--- config.mk ---
export PLATFORM = sky130hd
export DESIGN_NAME = instr_prefetch_reg
export DESIGN_NICKNAME = d
export VERILOG_FILES = /design/src/rtl/instr_prefetch_reg.sv
export SDC_FILE = /design/constraint.sdc
export NUM_CORES = 1
export LEC_CHECK = 0
export ABC_AREA = 1
export ABC_CLOCK_PERIOD_IN_PS = 3100
export BUFFER_PORTS_ARGS = -buffer_cell sky130_fd_sc_hd__buf_2
export CAP_MARGIN = 15
export CORE_ASPECT_RATIO = 0.8
export CORE_MARGIN = 5
export CORE_UTILIZATION = 48
export CTS_CLUSTER_SIZE = 28
export DETAILED_ROUTE_END_ITERATION = 6
export GPL_ROUTABILITY_DRIVEN = 0
export PLACE_DENSITY = 0.74
export SYNTH_ARGS = -nofsm -noshare
export SYNTH_HDL_FRONTEND = slang
export SYNTH_SLANG_ARGS = --single-unit
--- constraint.sdc ---
create_clock -name clk -period 3.1 [get_ports clk]
set_input_delay 0.155 -clock clk [delete_from_list [all_inputs] [get_ports clk]]
set_output_delay 0.155 -clock clk [all_outputs]
set_load 0.02 [all_outputs]
--- src/rtl/instr_prefetch_reg.sv ---
// Instruction register with a small prefetch FIFO in front of the control unit.
// Words arrive under a valid/ready handshake, the oldest buffered word is presented
// as the current instruction (plus complement and opcode field), ld advances, flush
// discards everything.
// Optional build macro IR_PARITY_EN adds a per-entry even-parity bit, a perr_inject
// input to corrupt it on push, and a parity_err output for the head word.
module instr_prefetch_reg #(
    parameter int unsigned WIDTH    = 16,
    parameter int unsigned DEPTH    = 4,
    parameter int unsigned OPC_BITS = 4
) (
    input  logic                       clk,
    input  logic                       rst,
    input  logic [WIDTH-1:0]           d,
    input  logic                       in_valid,
    output logic                       in_ready,
    input  logic                       ld,
    input  logic                       flush,
    output logic [WIDTH-1:0]           q,
    output logic [WIDTH-1:0]           qinv,
    output logic                       q_valid,
    output logic [OPC_BITS-1:0]        opcode,
`ifdef IR_PARITY_EN
    input  logic                       perr_inject,
    output logic                       parity_err,
`endif
    output logic [$clog2(DEPTH+1)-1:0] count
);

    localparam int unsigned PW = $clog2(DEPTH);
    localparam int unsigned CW = $clog2(DEPTH + 1);
    localparam logic [CW-1:0] FullCnt = CW'(DEPTH);

    logic [WIDTH-1:0] mem_q [DEPTH];
    logic [WIDTH-1:0] mem_d [DEPTH];
    logic [PW-1:0]    wr_ptr_q, wr_ptr_d;
    logic [PW-1:0]    rd_ptr_q, rd_ptr_d;
    logic [CW-1:0]    count_q, count_d;
    logic             push, pop;

`ifdef IR_PARITY_EN
    logic par_q [DEPTH];
    logic par_d [DEPTH];
`endif

    // Handshake flags depend only on registered count, never on in_valid/ld paths
    assign q_valid  = (count_q != '0);
    assign in_ready = (count_q != FullCnt);
    assign push     = in_valid & in_ready;
    assign pop      = ld & q_valid;

    // Next-state for pointers, count and storage; flush overrides any push/pop
    always_comb begin
        wr_ptr_d = wr_ptr_q;
        rd_ptr_d = rd_ptr_q;
        count_d  = count_q;
        mem_d    = mem_q;
`ifdef IR_PARITY_EN
        par_d    = par_q;
`endif
        if (flush) begin
            wr_ptr_d = '0;
            rd_ptr_d = '0;
            count_d  = '0;
        end else begin
            if (push) begin
                mem_d[wr_ptr_q] = d;
`ifdef IR_PARITY_EN
                par_d[wr_ptr_q] = (^d) ^ perr_inject;
`endif
                wr_ptr_d = wr_ptr_q + PW'(1);
            end
            if (pop) begin
                rd_ptr_d = rd_ptr_q + PW'(1);
            end
            unique case ({push, pop})
                2'b10:   count_d = count_q + CW'(1);
                2'b01:   count_d = count_q - CW'(1);
                default: count_d = count_q;
            endcase
        end
    end

    // Control state register with synchronous reset
    always_ff @(posedge clk) begin
        if (rst) begin
            wr_ptr_q <= '0;
            rd_ptr_q <= '0;
            count_q  <= '0;
        end else begin
            wr_ptr_q <= wr_ptr_d;
            rd_ptr_q <= rd_ptr_d;
            count_q  <= count_d;
        end
    end

    // Storage array is not reset; validity is tracked by count alone
    always_ff @(posedge clk) begin
        mem_q <= mem_d;
`ifdef IR_PARITY_EN
        par_q <= par_d;
`endif
    end

    // Head word presentation; forced to zero when nothing is buffered
    always_comb begin
        q      = q_valid ? mem_q[rd_ptr_q] : '0;
        qinv   = ~q;
        opcode = q[WIDTH-1 -: OPC_BITS];
`ifdef IR_PARITY_EN
        parity_err = q_valid & ((^q) != par_q[rd_ptr_q]);
`endif
    end

    assign count = count_q;

endmodule

==> results of run 1 <==
-- cell usage after synthesis --
cell,instances
a21boi_2,1
a21oi_1,3
buf_4,6
buf_6,10
dfxtp_1,7
edfxtp_1,64
fa_1,1
ha_1,5
inv_1,14
inv_2,18
inv_4,1
inv_6,1
nand2_1,30
nand2_2,17
nand3_1,4
nand3b_1,1
nor2_1,77
nor2_4,1
o21ai_0,5
o21ai_1,29
-- power breakdown --
part           internal, mW  leakage (nW)  switching [mW]
sequential             1.06         0.638          0.0105
combinational        0.0772         0.823           0.170
clock                 0.446         0.100           0.322
total                  1.59          1.56           0.502
-- cell families (layout without fill, tap and decap cells) --
kind of cell               Yosys count  after routing
DFF                                 71             71
buffers and inverters               50            116
adders and majority gates            6              6
and+or+nand+nor                    130            130
AOI/OAI and AO/OA                   38             38
-- sequential cells by signal (all words and copies together), names as in the netlist --
signal / count
mem_q: 64
count: 3
rd_ptr_q: 2
wr_ptr_q: 2
-- final timing paths --
kind | start | endpoint | slack, ns | cells after the start
max | rd_ptr_q[0]$_SDFFE_PP0P_ | opcode[2] | 0.85 | 8
min reg2reg | wr_ptr_q[1]$_SDFFE_PP0P_ | wr_ptr_q[1]$_SDFFE_PP0P_ | 0.53 | 2
min | d[9] | mem_q[57]$_DFFE_PP_ | 0.03 | 1
max reg2reg | count[1]$_SDFFE_PP0P_ | mem_q[36]$_DFFE_PP_ | 1.13 | 4
-- per-stage QoR --
step	setup slack, ns	hold slack (ns)	cells	area, um2
finish	0.855	0.0299	445	3690
global route	0.634	0.0000443	445	3690
CTS	0.813	0.00952	445	3690
detailed placement	1.12	0.375	429	3480
global placement	1.22	0.372	429	3480
floorplan	1.16	0.254	295	3180
-- layout make-up --
class	count	area share (%)
clock buffers	9	3.36
inverters	34	3.66
flip-flops and latches	71	55.9
multi-input cells	174	22.5
well taps	84	2.85
clock inverters	7	2.38
repair buffers	66	9.30
-- metal layers --
| metal | wire length (um) | vias to the layer above | part of all wire (%) |
|---|---|---|---|
| met5 | 0 | - | 0 |
| met1 | 2630 | 984 | 42 |
| met2 | 3040 | 81 | 48 |
| met4 | 71 | 0 | 1.1 |
| met3 | 554 | 10 | 8.8 |
| li1 | - | 1078 | - |
==> results.ini, run 1 <==
[run_status]
outcome = finished clean

[synth]
synth_top_family_by_area = simple AND/OR/NAND/NOR gates
synth_top_area_cell = edfxtp_1
synth-xor-area-share_pct = 0
syn-num-nets = 322
muxShareOfSynthArea_pct = 0
syn_avg_cell_area_um2 = 10.8
ys_ff_latch = 71
ys_types = 20
synth_area_um2 = 3180
yosysWarnings = 0
seq_area_frac_synth_pct = 64.8
synth_top_cell_area_share_pct = 60.4
syn_inst = 295
synthAdderAreaFrac_pct = 2.60
ys_top_cells_by_area = edfxtp_1, nor2_1, o21ai_1
synth-simple-area-share_pct = 17.2
synth_compound_area_share_pct = 6.18

[floorplan]
die_x_um = 101
die_y_um = 82.8
num_rows = 26
io_pins = 62
start_util_pct = 49.6
fp.dieArea_um2 = 8360
core_um2 = 6410

[sta]
fmax_mhz = 445
layout_min_cycle_time_ns = 2.25
tightestPinTransition_ns = 0.977
finalSetupViolCount = 0
relSlewSlack_pct = 34.8
skew_ns = 0.00776
rsz0062_at_grt = no
finalCritPeriodShare_pct = 72.4
tns_ns = 0
final-max-slew-violation-count = 0
hold_violations = 0

[clock_network]
htreeDepth = 3
clkTransAtPathRegs_ns = 0.07
holdBufCountCts = 0
cts-root-buf = clkbuf_8
clockBufferDepth = 2
post_cts_buffers = 0
postCtsResizedCells = 0
clock-sinks = 71
tritoncts = done
clock_latency_ns = 0.34
numCtsBuffers = 9

[global_routing]
grt_usage_pct = 15.9
use_met2_pct = 25.1
grt-busiest-layer = met2
antenna_found_initial = 0
gr-usage-met3_pct = 5.95
globalRouteOverflowTotal = 0
grt_max_degree = 34
grt_first_pass_wirelength_mm = 10.2
grt_util_met1_pct = 20.5
grt_pass1_vias = 2104

[detailed_routing]
wirelength_mm = 6.30
route.antenna.remaining_nets = 0
detail_route.iter0.violations = 105
via_count = 2153
firstDrtPassIters = 4
drt-vias-per-instance = 4.84
drc = 0
wl_per_cell_um = 14.2

[power]
p_leak_nw = 1.56
finalPower_mw = 2.09
vdd_ir_drop_max_mv = 0.334
cellPowerDensity_nw_per_um2 = 566

[flow_run]
maxCapViolCount = 0

[layout]
multi_input_area_um2 = 831
syn2layout_area_growth_pct = 15.9
ff_latch_area_um2 = 2060
postLayoutCoreUtil_pct = 57.5
fin_nets = 383
layout_common_cells = nor2_1, edfxtp_1, buf_2
drive_gt1_share_pct = 33.5
final_common_cell = nor2_1
num-fill-cells = 538
antenna_cells = 0

[worst_setup_path]
cp-end-kind = output port
cp_common_cell = nor2_1
slowest_stage = dfxtp_1
crit_path_start_kind = flop
critPathBufInv = 3
cp.required_ns = 2.94
cp.arrival_ns = 2.09
critical_path_class = reg -> out
critical-path-max-stage-delay_ns = 0.77
worstPathMaxFanout = 19
cp_top_family = flip-flops
path_cells = buf_4 -> nor2_1 -> nor2_1 -> o21ai_1 -> nand2_1 -> nand2_2 -> inv_2 -> buf_2

[placement]
dp_hpwl_mm = 4.16
port_buffers = 61

[worst_hold_path]
hold_path.class = in -> reg

Note: power is estimated with default switching activity, not from simulation.
==> run 2: changes to the inputs <==
ABC_AREA = 0   (was 1)
ABC_CLOCK_PERIOD_IN_PS = 2100   (was 3100)
clock period = 2.1 ns   (was 3.1 ns; I/O delays follow)
==> run 2 against run 1 <==
First-iteration DRC count decreased by 17%. Area after synthesis increased by 1.5%. Non-clock buffer count increased by 24. Clock-buffer cell count increased by 1. Combinational power increased by 30%. Core utilization increased by 4.9 points. Routed wire length decreased by 3.0%. Largest power group unchanged. Highest routed layer unchanged.
==> results.ini, run 2 <==
[worst_setup_path]
cp.required_ns = 2.37
cp.arrival_ns = 2.30
worstPathMaxFanout = 6
reg2reg_depth = 9
r2r-start = count[0]$_SDFFE_PP0P_
critical_path_class = reg -> reg
critical-path-max-stage-delay_ns = 0.39
rr_endpoint = count[2]$_SDFFE_PP0P_
crit_path_start_kind = flop
path_cells = nor3b_4 -> inv_2 -> nand2_4 -> ha_4 -> inv_1 -> fa_2 -> xor2_1 -> or3_1 -> a21oi_2
slowest_stage = or3_1
cp-end-kind = flop
regToRegSetupSlack_ns = 0.07

[layout]
largest_register_ffs = 64
num-fill-cells = 502
drive_gt1_share_pct = 40.3
multi_input_area_um2 = 1050
final_common_cell = edfxtp_1
syn2layout_area_growth_pct = 25.4
fin_nets = 322
ff_latch_area_um2 = 2080
top_register = mem_q
layout_common_cells = edfxtp_1, buf_2
postLayoutCoreUtil_pct = 62.5
antenna_cells = 0

[floorplan]
io_pins = 62
die_y_um = 83.3
die_x_um = 102
start_util_pct = 49.8
fp.dieArea_um2 = 8470
num_rows = 26
core_um2 = 6470

[sta]
tightestPinTransition_ns = 0.474
hold_violations = 0
rsz0062_at_grt = yes
finalSetupViolCount = 0
fmax_mhz = 492
finalCritPeriodShare_pct = 96.8
skew_ns = 0.0114
layout_min_cycle_time_ns = 2.03
final-max-slew-violation-count = 0
tns_ns = 0
relSlewSlack_pct = 68.4

[clock_network]
cts-root-buf = clkbuf_8
htreeDepth = 3
clock-sinks = 71
tritoncts = done
clock_latency_ns = 0.33
clkTransAtPathRegs_ns = 0.07
numCtsBuffers = 9
clockBufferDepth = 2

[synth]
synth.most_common_cell = edfxtp_1
syn_inst = 212
synth-edff-count = 64
syn-num-nets = 239
synth_top_family_by_area = multiplexers
synth_area_um2 = 3230
ys_ff_latch = 71
seq_area_frac_synth_pct = 63.9
synth-xor-area-share_pct = 1.09
synth_compound_area_share_pct = 10.3
syn_avg_cell_area_um2 = 15.2
synth-simple-area-share_pct = 4.61
async_flop_share_pct = 0
synth_ff_type = edfxtp_1
synthTopCellsByCount = edfxtp_1, nand2_1, mux2i_1, o211a_1, o211ai_1
synthAdderAreaFrac_pct = 2.56
muxShareOfSynthArea_pct = 11.9
ys_top_cells_by_area = edfxtp_1, mux2_4, mux2i_1
synth_top_area_cell = edfxtp_1
yosysWarnings = 0
synth_top_cell_area_share_pct = 59.6
ys_types = 27

[power]
p_leak_nw = 1.62
vdd_ir_drop_max_mv = 0.439
cellPowerDensity_nw_per_um2 = 752
finalPower_mw = 3.04

[global_routing]
grt_first_pass_wirelength_mm = 9.55
use_met2_pct = 23.9
grt_pass1_vias = 1993
gr-usage-met3_pct = 3.69
grt_max_degree = 50
grt_util_met1_pct = 18.1
antenna_found_initial = 0
grt-busiest-layer = met2
grt_usage_pct = 14.7
globalRouteOverflowTotal = 0

[worst_hold_path]
hold_start = in_valid
hold_depth = 3
hold_path.class = in -> reg
hold-path-endpoint = wr_ptr_q[0]$_SDFFE_PP0P_

[detailed_routing]
route.antenna.remaining_nets = 0
drc = 0
wirelength_mm = 6.11
via_count = 1999
firstDrtPassIters = 4
detail_route.iter0.violations = 87
wl_per_cell_um = 15.9
drt-vias-per-instance = 5.21

[run_status]
outcome = finished clean

[placement]
port_buffers = 61
dp_hpwl_mm = 3.95

[flow_run]
maxCapViolCount = 0

==> run 2: changes by cell type in the layout (fill, tap and decap cells not counted), moves of 5 or more <==
cell / delta
buf_4: +7
dfxtp_1: -5
dlygate4sd3_1: +16
inv_1: -7
inv_2: -17
mux2_4: +12
mux2i_1: +16
nand2_1: -14
nand2_2: -17
nor2_1: -70
o211a_1: +16
o211ai_1: +16
o21ai_1: -29
==> run 2: critical path, delay by kind of cell, from the launching register on <==
family / cells / cell delay [ns]
xor+xnor: 1 / 0.16
simple gates: 3 / 0.72
buf+inv: 2 / 0.15
fa+ha+maj: 2 / 0.46
flops: 1 / 0.37
compound gates: 1 / 0.11
==> run 2: report_power, final <==
group          switching (mW)  total [mW]  leakage (nW)  internal (mW)
sequential             0.0138        1.58         0.641           1.56
combinational           0.182       0.320         0.878          0.138
clock                   0.482        1.15         0.104          0.665
total                   0.678        3.04          1.62           2.36
==> run 2: routing by layer <==
metal	vias to the layer above	share of wire (%)	wire length (um)
li1	969	-	-
met1	958	44	2660
met2	55	49	2970
met3	17	5.4	327
met4	0	2.4	148
met5	-	0	0
==> run 2: metrics by stage <==
stage | cells | hold WS (ns) | area, um2 | setup WS [ns]
after floorplan | 212 | 0.204 | 3270 | 0.0137
after global routing | 384 | 0.0752 | 4050 | -0.0153
after CTS | 380 | 0.0580 | 3980 | 0.0230
after detailed placement | 348 | 0.323 | 3610 | 0.0493
after global placement | 348 | 0.320 | 3610 | 0.139
final | 384 | 0.0843 | 4050 | 0.0669
==> run 2: layout make-up <==
| cell class | instances | share of cell area (%) |
|---|---|---|
| multi-input combinational | 115 | 25.9 |
| sequential | 71 | 51.3 |
| clock inverter | 6 | 2.10 |
| timing repair buffer | 90 | 14.2 |
| inverter | 8 | 0.742 |
| tap | 84 | 2.60 |
| clock buffer | 10 | 3.15 |
==> run 2: cell families (layout without fill, tap and decap cells) <==
kind of cell,Yosys count,in the layout
AO/OA/AOI/OAI,41,41
XOR/XNOR,4,4
adder cells (fa/ha/maj),6,6
buffers and inverters,26,114
flip-flops,71,71
multiplexers,32,32
AND/OR/NAND/NOR,32,32
==> run 2: worst max-delay path by stage <==
stage                             start                    end  slack, ns  cells after the start
2_1_floorplan     count[2]$_SDFFE_PP0P_  count[2]$_SDFFE_PP0P_       0.01                      9
3_3_place_gp      count[1]$_SDFFE_PP0P_  count[2]$_SDFFE_PP0P_       0.14                      9
3_5_place_dp      count[1]$_SDFFE_PP0P_  count[2]$_SDFFE_PP0P_       0.05                      9
4_1_cts        rd_ptr_q[0]$_SDFFE_PP0P_               qinv[12]       0.02                      4
5_1_grt           count[0]$_SDFFE_PP0P_  count[2]$_SDFFE_PP0P_      -0.02                      9
6_report          count[0]$_SDFFE_PP0P_  count[2]$_SDFFE_PP0P_       0.07                      9
==> run 2: what timing repair did <==
action / CTS / global route
gates resized for setup: 0 / 8
endpoints found under the hold margin: 64 / 0
hold buffers: 16 / 0
endpoints found under the setup margin: 0 / 4
setup buffers: 0 / 4
==> run 3: changes to the inputs <==
RECOVER_POWER = 25   (was not set)
==> run 3 against run 2 <==
Via count is 0.40% higher. Sequential share of layout area is 0.18 points higher. Clock power hardly changed. Largest power group unchanged. Critical endpoint unchanged. Largest cell class unchanged.
==> results.ini, run 3 (same netlist as run 2, synthesis figures left out) <==
[global_routing]
grt_max_degree = 50
grt_pass1_vias = 1993
grt_usage_pct = 14.7
grt_first_pass_wirelength_mm = 9.55
grt_util_met1_pct = 18.1
use_met2_pct = 23.9
globalRouteOverflowTotal = 0
antenna_found_initial = 0
gr-usage-met3_pct = 3.69
grt-busiest-layer = met2

[sta]
final-max-slew-violation-count = 0
tns_ns = 0
skew_ns = 0.0113
finalSetupViolCount = 0
relSlewSlack_pct = 68.6
hold_ws_ns = 0.0841
rsz0062_at_grt = yes
layout_min_cycle_time_ns = 2.03
setup_slack_ns = 0.0655
tightestPinTransition_ns = 0.471
hold_violations = 0
finalCritPeriodShare_pct = 96.9
fmax_mhz = 492

[power]
cellPowerDensity_nw_per_um2 = 754
finalPower_mw = 3.04
p_leak_nw = 1.59
vdd_ir_drop_max_mv = 0.438

[clock_network]
cts-root-buf = clkbuf_8
clockBufferDepth = 2
clock-sinks = 71
clock_latency_ns = 0.33
clkTransAtPathRegs_ns = 0.07
numCtsBuffers = 9
tritoncts = done
htreeDepth = 3

[layout]
drive_gt1_share_pct = 36.7
top_register = mem_q
postLayoutCoreUtil_pct = 62.3
num-fill-cells = 502
fin_nets = 322
layout_common_cells = edfxtp_1, buf_2
syn2layout_area_growth_pct = 24.9
largest_register_ffs = 64
final_common_cell = edfxtp_1
fin_area_um2 = 4030
antenna_cells = 0
layoutNonFillerInstCount = 384

[floorplan]
fp.dieArea_um2 = 8470
die_y_um = 83.3
start_util_pct = 49.8
io_pins = 62
num_rows = 26
core_um2 = 6470
die_x_um = 102

[placement]
dp_hpwl_mm = 3.95
dp_slack_ns = 0.0493
dp_cells = 348
port_buffers = 61
placed_area_um2 = 3610

[worst_setup_path]
cp.arrival_ns = 2.30
cp.required_ns = 2.37
reg2reg_depth = 9
cp-end-kind = flop
crit_path_start_kind = flop
critical_path_class = reg -> reg
worstPathMaxFanout = 6

[worst_hold_path]
hold_path.class = in -> reg
hold_depth = 3

[detailed_routing]
drc = 0
wl_per_cell_um = 15.8
firstDrtPassIters = 4
via_count = 2007
wirelength_mm = 6.08
detail_route.iter0.violations = 90
drt-vias-per-instance = 5.23
route.antenna.remaining_nets = 0

[flow_run]
maxCapViolCount = 0

[run_status]
outcome = finished clean

-- run 3: cell type report --
cell class | instances | area [um2] | share of cell area [%]
multi-input combinational | 115 | 1050 | 25.9
clock inverter | 6 | 85.1 | 2.11
tap | 84 | 105 | 2.61
inverter | 8 | 30.0 | 0.745
clock buffer | 10 | 128 | 3.17
timing repair buffer | 90 | 562 | 13.9
sequential | 71 | 2080 | 51.5
-- run 3: report_power, final --
| part | internal, mW | leakage [nW] | total (mW) | switching (mW) |
|---|---|---|---|---|
| clock network | 0.665 | 0.104 | 1.15 | 0.482 |
| registers | 1.56 | 0.641 | 1.58 | 0.0138 |
| logic | 0.135 | 0.848 | 0.317 | 0.182 |
-- run 3: critical path, cell delays in order (launching register included) --
cell     delay (ns)
dfxtp_4        0.37
nor3b_4        0.25
inv_2          0.10
nand2_4        0.08
ha_4           0.13
inv_1          0.05
fa_2           0.33
xor2_1         0.16
or3_1          0.39
a21oi_2        0.11
-- run 3: per-layer routing --
layer,vias to the layer above,wire (um)
li1,968,-
met1,964,2640
met2,58,2950
met3,17,337
met4,0,148
met5,-,0
-- run 3: repair_timing --
action	in CTS	in global routing
setup buffers	0	4
setup endpoints to repair	0	4
hold buffers	16	0
gates resized for setup	0	8
endpoints found under the hold margin	64	0
-- run 3: final timing paths --
kind,startpoint,endpoint,slack (ns)
setup / recovery,count[0]$_SDFFE_PP0P_,count[2]$_SDFFE_PP0P_,0.07
hold / removal,in_valid,wr_ptr_q[0]$_SDFFE_PP0P_,0.08
setup reg to reg,count[0]$_SDFFE_PP0P_,count[2]$_SDFFE_PP0P_,0.07
hold reg to reg,wr_ptr_q[1]$_SDFFE_PP0P_,wr_ptr_q[1]$_SDFFE_PP0P_,0.54
